**src/rtl/regfile_write_arbiter.sv**
```systemverilog
// Three-source register-file write-back arbiter with per-register ordering and hazard query.
// Define RR_ARB_EN for round-robin arbitration; the default build uses fixed priority MEM > LINK > ALU.
module regfile_write_arbiter #(
   parameter logic [5:0] LINK_REG = 6'd1
) (
   input  logic        clock,
   input  logic        reset,
   input  logic        alu_valid,
   input  logic [5:0]  alu_rd,
   input  logic [31:0] alu_data,
   output logic        alu_ready,
   input  logic        mem_valid,
   input  logic [5:0]  mem_rd,
   input  logic [31:0] mem_data,
   output logic        mem_ready,
   input  logic        link_valid,
   input  logic [31:0] link_data,
   output logic        link_ready,
   input  logic [5:0]  rs_addr,
   input  logic [5:0]  rt_addr,
   output logic        rs_pending,
   output logic        rt_pending,
   output logic        wr_en,
   output logic [5:0]  wr_addr,
   output logic [31:0] wr_data
);

   localparam logic [1:0] SRC_ALU  = 2'd0;
   localparam logic [1:0] SRC_MEM  = 2'd1;
   localparam logic [1:0] SRC_LINK = 2'd2;

   logic        r_alu_v;
   logic [5:0]  r_alu_rd;
   logic [31:0] r_alu_data;
   logic        r_mem_v;
   logic [5:0]  r_mem_rd;
   logic [31:0] r_mem_data;
   logic        r_link_v;
   logic [31:0] r_link_data;
   logic        r_wr_en;
   logic [5:0]  r_wr_addr;
   logic [31:0] r_wr_data;
`ifdef RR_ARB_EN
   logic [1:0]  r_ptr;
`endif

   logic [2:0]  w_gnt;
   logic [1:0]  w_gnt_src;
   logic [5:0]  w_gnt_rd;
   logic [31:0] w_gnt_data;
   logic        w_alu_hit;
   logic        w_mem_hit;
   logic        w_link_hit;
   logic        w_alu_acc;
   logic        w_mem_acc;
   logic        w_link_acc;

   // Grant selection: w_gnt bit 0 = ALU, bit 1 = MEM, bit 2 = LINK.
   always_comb begin
      w_gnt = 3'b000;
`ifdef RR_ARB_EN
      case (r_ptr)
         SRC_ALU: begin
            if (r_mem_v)       w_gnt = 3'b010;
            else if (r_link_v) w_gnt = 3'b100;
            else if (r_alu_v)  w_gnt = 3'b001;
            else               w_gnt = 3'b000;
         end
         SRC_MEM: begin
            if (r_link_v)      w_gnt = 3'b100;
            else if (r_alu_v)  w_gnt = 3'b001;
            else if (r_mem_v)  w_gnt = 3'b010;
            else               w_gnt = 3'b000;
         end
         SRC_LINK: begin
            if (r_alu_v)       w_gnt = 3'b001;
            else if (r_mem_v)  w_gnt = 3'b010;
            else if (r_link_v) w_gnt = 3'b100;
            else               w_gnt = 3'b000;
         end
         default: begin
            if (r_mem_v)       w_gnt = 3'b010;
            else if (r_link_v) w_gnt = 3'b100;
            else if (r_alu_v)  w_gnt = 3'b001;
            else               w_gnt = 3'b000;
         end
      endcase
`else
      if (r_mem_v)       w_gnt = 3'b010;
      else if (r_link_v) w_gnt = 3'b100;
      else if (r_alu_v)  w_gnt = 3'b001;
      else               w_gnt = 3'b000;
`endif
   end

   // Granted entry mux.
   always_comb begin
      w_gnt_src  = SRC_ALU;
      w_gnt_rd   = 6'd0;
      w_gnt_data = 32'd0;
      case (w_gnt)
         3'b001: begin
            w_gnt_src  = SRC_ALU;
            w_gnt_rd   = r_alu_rd;
            w_gnt_data = r_alu_data;
         end
         3'b010: begin
            w_gnt_src  = SRC_MEM;
            w_gnt_rd   = r_mem_rd;
            w_gnt_data = r_mem_data;
         end
         3'b100: begin
            w_gnt_src  = SRC_LINK;
            w_gnt_rd   = LINK_REG;
            w_gnt_data = r_link_data;
         end
         default: begin
            w_gnt_src  = SRC_ALU;
            w_gnt_rd   = 6'd0;
            w_gnt_data = 32'd0;
         end
      endcase
   end

   // Same-edge arrivals to one register are also serialised (MEM, then LINK, then ALU),
   // so no two buffers can ever hold the same destination.
   assign w_alu_hit  = (r_mem_v && (r_mem_rd == alu_rd)) || (r_link_v && (LINK_REG == alu_rd)) ||
                       (mem_valid && (mem_rd == alu_rd)) || (link_valid && (LINK_REG == alu_rd));
   assign w_mem_hit  = (r_alu_v && (r_alu_rd == mem_rd)) || (r_link_v && (LINK_REG == mem_rd));
   assign w_link_hit = (r_alu_v && (r_alu_rd == LINK_REG)) || (r_mem_v && (r_mem_rd == LINK_REG)) ||
                       (mem_valid && (mem_rd == LINK_REG));

   assign alu_ready  = !reset && (!r_alu_v  || w_gnt[0]) && !w_alu_hit;
   assign mem_ready  = !reset && (!r_mem_v  || w_gnt[1]) && !w_mem_hit;
   assign link_ready = !reset && (!r_link_v || w_gnt[2]) && !w_link_hit;

   assign w_alu_acc  = alu_valid  && alu_ready;
   assign w_mem_acc  = mem_valid  && mem_ready;
   assign w_link_acc = link_valid && link_ready;

   assign rs_pending = (rs_addr != 6'd0) &&
                       ((r_alu_v && (r_alu_rd == rs_addr)) || (r_mem_v && (r_mem_rd == rs_addr)) ||
                        (r_link_v && (LINK_REG == rs_addr)) || (r_wr_en && (r_wr_addr == rs_addr)));
   assign rt_pending = (rt_addr != 6'd0) &&
                       ((r_alu_v && (r_alu_rd == rt_addr)) || (r_mem_v && (r_mem_rd == rt_addr)) ||
                        (r_link_v && (LINK_REG == rt_addr)) || (r_wr_en && (r_wr_addr == rt_addr)));

   assign wr_en   = r_wr_en;
   assign wr_addr = r_wr_addr;
   assign wr_data = r_wr_data;

   // Buffer fill/free, write-port register and arbitration pointer.
   always_ff @(posedge clock or posedge reset) begin
      if (reset) begin
         r_alu_v     <= 1'b0;
         r_alu_rd    <= 6'd0;
         r_alu_data  <= 32'd0;
         r_mem_v     <= 1'b0;
         r_mem_rd    <= 6'd0;
         r_mem_data  <= 32'd0;
         r_link_v    <= 1'b0;
         r_link_data <= 32'd0;
         r_wr_en     <= 1'b0;
         r_wr_addr   <= 6'd0;
         r_wr_data   <= 32'd0;
`ifdef RR_ARB_EN
         r_ptr       <= SRC_ALU;
`endif
      end else begin
         if (w_alu_acc) begin
            r_alu_v    <= 1'b1;
            r_alu_rd   <= alu_rd;
            r_alu_data <= alu_data;
         end else if (w_gnt[0]) begin
            r_alu_v    <= 1'b0;
         end
         if (w_mem_acc) begin
            r_mem_v    <= 1'b1;
            r_mem_rd   <= mem_rd;
            r_mem_data <= mem_data;
         end else if (w_gnt[1]) begin
            r_mem_v    <= 1'b0;
         end
         if (w_link_acc) begin
            r_link_v    <= 1'b1;
            r_link_data <= link_data;
         end else if (w_gnt[2]) begin
            r_link_v    <= 1'b0;
         end
         // A grant to register 0 frees its buffer but produces no bank write.
         if ((w_gnt != 3'b000) && (w_gnt_rd != 6'd0)) begin
            r_wr_en   <= 1'b1;
            r_wr_addr <= w_gnt_rd;
            r_wr_data <= w_gnt_data;
         end else begin
            r_wr_en   <= 1'b0;
         end
`ifdef RR_ARB_EN
         if (w_gnt != 3'b000) begin
            r_ptr <= w_gnt_src;
         end
`endif
      end
   end

endmodule

```
**config.mk**
```make
export PLATFORM = sky130hd
export DESIGN_NAME = regfile_write_arbiter
export DESIGN_NICKNAME = d
export VERILOG_FILES = /design/src/rtl/regfile_write_arbiter.sv
export SDC_FILE = /design/constraint.sdc
export NUM_CORES = 1
export LEC_CHECK = 0
export CAP_MARGIN = 20
export CORE_AREA = 2 2 148 150
export CTS_BUF_LIST = sky130_fd_sc_hd__clkbuf_16
export DETAILED_ROUTE_END_ITERATION = 16
export DIE_AREA = 0 0 150 152
export PLACE_DENSITY = 0.59
export SYNTH_ARGS = -nofsm -noshare
export SYNTH_HDL_FRONTEND = slang
export SYNTH_SLANG_ARGS = --single-unit
```
**constraint.sdc**
```tcl
create_clock -name clock -period 6.9 [get_ports clock]
set_input_delay 1.38 -clock clock [delete_from_list [all_inputs] [get_ports clock]]
set_output_delay 1.38 -clock clock [all_outputs]
set_load 0.01 [all_outputs]
```
==> reports/qor.txt, run 1 <==
Status: finished, final reports clean
Global routing usage on met3: 0.03874
RR Endpoint: wr_data[7]$_DFFE_PP0P_
Die extent in x: 150 um
Post-synth top area share: 0.5148
P_int: 1.981 mW
DR pass1 iterations: 4
Pin count of the biggest net entering global routing: 89
Starting DRT DRC Count: 188
Post-DRT Antenna Nets: 0
Total GRT Usage: 0.1664
Crit. End Element: output port
Initial antenna violation count: 0
Post-synth EDFFs: 0
Post-CTS Hold Buffers: 0
Top cell type by total area after synthesis: dfrtp_1
DR WL/cell: 17.19 um
Synth warn: 0
Vias in the first global route: 5204
Fin crit share: 0.7099
Fill count: 2059
CTS tree: done
Mapped Cells: 635
Reg-to-reg slack, setup: 4.00 ns
Clock Path Buffers: 2
Setup violators final: 0
Max incr delay on CP: 0.62 ns
Finished layout cell area: 9699 sq um
Count leader, synth: dfrtp_1
Post-Syn Area: 7292 sq um
Yosys reg bits: 150
Initial cell density of the core: 0.3415
Port bufs: 168
FFs w/ async S/R, synth: 1.000
Utilization after layout: 0.4543
Total Power: 2.758 mW
Hold Startpoint: r_alu_data[30]$_DFFE_PP0P_
Share of cells above drive strength 1: 0.1763
Max Cap Viol: 0
Final min period: 4.899 ns
# H-tree levels: 4
RSZ-0062 raised after global routing: false
Leakage power: 3.975 nW
DP HPWL: 12240 um
Post-synthesis cell type count: 41
Relative slew slack: 0.4501
Comb pwr share: 0.241
Largest fanout on the critical path: 88
CTS Buf Count: 17
IO Pins: 169
Remaining DRCs: 0
Clk network pwr share: 0.324
Gp weighted congestion: 0.8069
Sequential area share after synthesis: 0.5148
Slowest-stage cell, CP: inv_6
Clock latency on the worst-skew pair: 0.41 ns
Die extent in y: 152 um
Leading cell types by count after synthesis: 150 x dfrtp_1, 93 x mux2_2, 73 x nand2_1
Row count: 54
Switch Pwr: 0.7769 mW
GR peak layer: met2
GRT met1 Usage: 0.2354
Max Fclk: 0.2041 GHz
R2R cell count: 7
Grt total ovfl: 0
Placed Area: 9134 sq um
Setup Skew: 0.009333 ns
Root Driver: clkbuf_16
Via count: 5250
Synth Flop Type: dfrtp_1
M2 GR Usage: 0.2546
R2r startpoint: r_link_v$_DFFE_PP0P_
Clock transition at the registers of the reported paths: 0.06 ns
Crit path DAT: 3.52 ns
Core ar.: 21350 sq um
Setup tns final: 0 ns
Vias per inst: 4.888
Sink Count: 150
DIE AREA: 22800 sq um
Hold Vio Cnt, Final: 0
Synth Area per Inst: 11.48 sq um
Sequential power share: 0.435
Hold Crit Endpoint: r_alu_data[30]$_DFFE_PP0P_
Setup bufs post-CTS: 0
Total length of routed wires: 18460 um
Worst hold path depth: 1
Setup CP Type: input port to output port
Final Slew Violations: 0
Top cells by area, synth: dfrtp_1 51%, mux2_2 14%, mux2_1 7.7%
HP Class: flip-flop to flip-flop
Most used cell, CP: clkdlybuf4s50_1
Switching share of power: 0.2817
Syn Nets: 760
Critical Path Source Type: input port
Antenna cell count: 0
Pwr per Cell Area: 284.3 nW/um^2
Worst-margin pin slew: 0.8248 ns
Area Overhead vs Synth: 33.01%
CP required: 5.52 ns
Nets: 906
Global-route wire length before repair: 29350 um
CP cell instances: clkdlybuf4s50_1 > inv_6 > o211ai_1 > nor2_1 > clkdlybuf4s50_1
Post-CTS sizing: 0
VDD IR max: 0.1607 mV
-- state kept, by name, summed over array words and instances, names as in the netlist, 6 cells and up --
register and count:
r_alu_rd 6, r_alu_data 32, wr_data 32, r_mem_data 32, r_mem_rd 6, wr_addr 6
r_link_data 32
-- power by group through the flow --
stage               sequential, mW  clock [mW]  combinational [mW]
global route                  1.22       0.959               0.731
floorplan                     1.18           0               0.398
finish                        1.20       0.894               0.666
detailed placement            1.21           0               0.676
global placement              1.21           0               0.666
CTS                           1.20       0.919               0.678
-- per-stage QoR --
step | instances | setup WS, ns | hold slack (ns)
2_1_floorplan | 635 | 0.1736 | 0.4580
3_3_place_gp | 1042 | 1.939 | 0.4682
3_5_place_dp | 1042 | 1.900 | 0.4745
4_1_cts | 1074 | 1.907 | 0.4889
5_1_grt | 1074 | 1.698 | 0.4932
6_report | 1074 | 2.001 | 0.4834
-- final cells by class --
cell class,count,area (sq um),share of cell area
clock buffer,17,425.4,0.04386
clock inverter,15,140.1,0.01445
inverter,6,27.53,0.002838
multi-input combinational,429,3251,0.3351
sequential,150,3756,0.3873
tap,280,350.3,0.03612
timing repair buffer,177,1749,0.1803
-- cell families after synthesis --
logic type | share of synthesized area
AO/OA/AOI/OAI | 0.06589
XOR/XNOR | 0.06486
buffers and inverters | 0.04015
flip-flops | 0.5148
multiplexers | 0.2222
AND/OR/NAND/NOR | 0.09214
-- critical path, delay by kind of cell --
family,cells,cell delay (ns)
compound gates,1,0.29
buf+inv,3,1.68
simple gates,1,0.16
-- how the worst max path moves through the flow --
stage / start / to / depth (start not counted)
finish: reset / alu_ready / 5
global route: reset / alu_ready / 5
CTS: reset / alu_ready / 5
detailed placement: reset / alu_ready / 5
global placement: reset / alu_ready / 5
floorplan: reset / alu_ready / 3
-- routing by layer --
metal / part of all wire / routed length [um]
met5: 0 / 0
met4: 0.014 / 264
met3: 0.049 / 910
met2: 0.46 / 8479
met1: 0.48 / 8802
-- cells in the final DEF, fill, tap and decap left out, types with 4 or more instances in the layout --
| master | Yosys | routed |
|---|---|---|
| xor2_1 | 24 | 24 |
| nand2_1 | 73 | 73 |
| nor4_1 | 9 | 9 |
| mux2_1 | 50 | 50 |
| a21oi_1 | 34 | 34 |
| buf_4 | 5 | 9 |
| clkbuf_16 | 0 | 17 |
| nor2_1 | 38 | 38 |
| clkinv_2 | 0 | 4 |
| mux2_2 | 93 | 93 |
| dfrtp_1 | 150 | 148 |
| inv_1 | 6 | 8 |
| xnor2_1 | 30 | 30 |
| o21ai_0 | 35 | 35 |
| nand4_1 | 10 | 10 |
| clkdlybuf4s50_1 | 0 | 168 |
No activity file was read; power rests on OpenSTA's default activity.
==> run 2, diff against run 1 <==
==> constraint.sdc (replaced) <==
create_clock -name clock -period 4.9 [get_ports clock]
set_input_delay 0.98 -clock clock [delete_from_list [all_inputs] [get_ports clock]]
set_output_delay 0.98 -clock clock [all_outputs]
set_load 0.01 [all_outputs]
==> reports/qor.txt, run 2 (synthesized netlist as in run 1, its figures left out) <==
Total GRT Usage: 0.1717 (was 0.1664)
Most common cell after layout, fill and taps aside: clkdlybuf4s50_1 (unchanged)
Worst hold path depth: 1 (unchanged)
CP required: 3.92 ns (was 5.52 ns)
CTS tree: done (unchanged)
Sequential power share: 0.420 (was 0.435)
Leakage power: 4.009 nW (was 3.975 nW)
Area Overhead vs Synth: 34.01% (was 33.01%)
VDD IR max: 0.2135 mV (was 0.1607 mV)
DR pass1 iterations: 4 (unchanged)
Crit. End Element: output port (unchanged)
Core ar.: 21350 sq um (unchanged)
Switch Pwr: 1.108 mW (was 0.7769 mW)
Global-route wire length before repair: 30320 um (was 29350 um)
Clock latency on the worst-skew pair: 0.41 ns (about the same)
Crit path DAT: 3.00 ns (was 3.52 ns)
HP Class: flip-flop to flip-flop (unchanged)
Post-DRT Antenna Nets: 0 (unchanged)
Worst-margin pin slew: 0.9818 ns (was 0.8248 ns)
R2r startpoint: r_alu_v$_DFFE_PP0P_ (was r_link_v$_DFFE_PP0P_)
RSZ-0062 raised after global routing: false (unchanged)
Fin crit share: 0.8122
Nets: 907 (was 906)
RR Endpoint: r_mem_data[23]$_DFFE_PP0P_ (was wr_data[7]$_DFFE_PP0P_)
Layout Cells excl Fill: 1074 (unchanged)
Reg-to-reg slack, setup: 2.18 ns (was 4.00 ns)
Setup Skew: 0.009850 ns (was 0.009333 ns)
Root Driver: clkbuf_16 (unchanged)
CP cell instances: clkdlybuf4s50_1 > or4_1 > nor2_1 > a21oi_1 > a21oi_1 > clkdlybuf4s50_1 (was clkdlybuf4s50_1 > inv_6 > o211ai_1 > nor2_1 > clkdlybuf4s50_1)
Switching share of power: 0.2733 (was 0.2817)
Die extent in x: 150 um (unchanged)
Setup bufs post-CTS: 0 (unchanged)
Placed Area: 9140 sq um (was 9134 sq um)
Total length of routed wires: 19080 um (was 18460 um)
Vias per inst: 4.858 (was 4.888)
DR WL/cell: 17.76 um (was 17.19 um)
Port bufs: 168 (unchanged)
Setup tns final: 0 ns (unchanged)
CP Launch Point: rs_addr[2] (was reset)
# H-tree levels: 4 (unchanged)
Worst Setup EP: rs_pending (was alu_ready)
DIE AREA: 22800 sq um (unchanged)
Clk network pwr share: 0.352 (was 0.324)
IO Pins: 169 (unchanged)
Max Fclk: 0.2513 GHz
Remaining DRCs: 0 (unchanged)
Gp weighted congestion: 0.8302 (was 0.8069)
CTS Buf Count: 17 (unchanged)
Post-CTS Hold Buffers: 0 (unchanged)
Post-CTS sizing: 0 (unchanged)
Comb pwr share: 0.228 (was 0.241)
Pwr per Cell Area: 414.8 nW/um^2 (was 284.3 nW/um^2)
Initial cell density of the core: 0.3415 (unchanged)
Final min period: 3.980 ns
Sink Count: 150 (unchanged)
Setup violators final: 0 (unchanged)
Initial antenna violation count: 0 (unchanged)
Via count: 5217 (was 5250)
Largest fanout on the critical path: 4 (was 88)
Most frequent cells in the layout: 168 x clkdlybuf4s50_1, 148 x dfrtp_1, 93 x mux2_2, 73 x nand2_1, 50 x mux2_1 (unchanged)
Clock Path Buffers: 2 (unchanged)
Antenna cell count: 0 (unchanged)
Relative slew slack: 0.3455 (was 0.4501)
Max Cap Viol: 0 (unchanged)
Grt total ovfl: 0 (unchanged)
Vias in the first global route: 5465 (was 5204)
Pin count of the biggest net entering global routing: 75 (was 89)
Setup CP Type: input port to output port (unchanged)
Critical Path Source Type: input port (unchanged)
Starting DRT DRC Count: 220 (was 188)
P_int: 2.945 mW (was 1.981 mW)
Finished layout cell area: 9772 sq um (was 9699 sq um)
Share of cells above drive strength 1: 0.1776 (was 0.1763)
Status: finished, final reports clean (unchanged)
Row count: 54 (unchanged)
Max incr delay on CP: 0.57 ns (was 0.62 ns)
DP HPWL: 12700 um (was 12240 um)
R2R cell count: 5 (was 7)
Die extent in y: 152 um (unchanged)
Clock transition at the registers of the reported paths: 0.06 ns (about the same)
Final Slew Violations: 0 (unchanged)
Slowest-stage cell, CP: or4_1 (was inv_6)
Placed insts: 1043 (was 1042)
Hold Vio Cnt, Final: 0 (unchanged)
## run 2: changes by cell type in the layout (fill, tap and decap cells not counted)
cell	previous run	this run
clkinv_2	4	3
buf_4	9	10
inv_1	8	7
clkinvlp_4	3	2
bufinv_16	2	5
clkinv_4	1	0
## run 2: through the flow
stage	setup slack, ns	hold slack (ns)	util	power (mW)
floorplan	0.1530	0.4580	-	2.225
global placement	0.9539	0.4678	0.4281	2.654
detailed placement	0.9434	0.4785	0.4281	2.663
CTS	0.9339	0.4931	0.4577	4.112
global route	0.8471	0.5052	0.4577	4.275
finish	0.9204	0.4886	0.4577	4.053
## run 2: how the worst min path moves through the flow
| stage | slack, ns | end | startpoint |
|---|---|---|---|
| floorplan | 0.46 | r_alu_data[19]$_DFFE_PP0P_ | r_alu_data[19]$_DFFE_PP0P_ |
| global placement | 0.47 | r_alu_data[30]$_DFFE_PP0P_ | r_alu_data[30]$_DFFE_PP0P_ |
| finish | 0.49 | wr_data[19]$_DFFE_PP0P_ | wr_data[19]$_DFFE_PP0P_ |
| global route | 0.51 | r_mem_data[7]$_DFFE_PP0P_ | r_mem_data[7]$_DFFE_PP0P_ |
| detailed placement | 0.48 | r_alu_data[24]$_DFFE_PP0P_ | r_alu_data[24]$_DFFE_PP0P_ |
| CTS | 0.49 | r_alu_data[22]$_DFFE_PP0P_ | r_alu_data[22]$_DFFE_PP0P_ |
## run 2: critical path, delay by kind of cell
| family | cells | cell delay [ns] |
|---|---|---|
| buffers and inverters | 2 | 1.06 |
| and+or+nand+nor | 2 | 0.68 |
| AOI/OAI and AO/OA | 2 | 0.27 |
## run 2: power by group through the flow
stage	clock network, mW	registers, mW	logic, mW
4_1_cts	1.46	1.71	0.941
3_3_place_gp	0	1.72	0.930
5_1_grt	1.53	1.74	1.01
2_1_floorplan	0	1.66	0.560
3_5_place_dp	0	1.73	0.936
6_report	1.43	1.70	0.924
## run 2: layout make-up
cell class,count,area (sq um)
Multi-Input combinational cell,429,3251
Fill cell,2094,11580
Clock inverter,14,206.4
Tap cell,280,350.3
Inverter,6,26.28
Clock buffer,17,425.4
Sequential cell,150,3756
Timing Repair Buffer,178,1757
## run 2: layer usage
| layer | wire length (um) | GRT usage | vias to the layer above | share of wire |
|---|---|---|---|---|
| met5 | 0 | 0 | - | 0 |
| met4 | 121 | 0.04447 | 0 | 0.0063 |
| met3 | 1105 | 0.04685 | 7 | 0.058 |
| met2 | 8959 | 0.2709 | 122 | 0.47 |
| met1 | 8890 | 0.2336 | 2602 | 0.47 |
| li1 | - | - | 2486 | - |
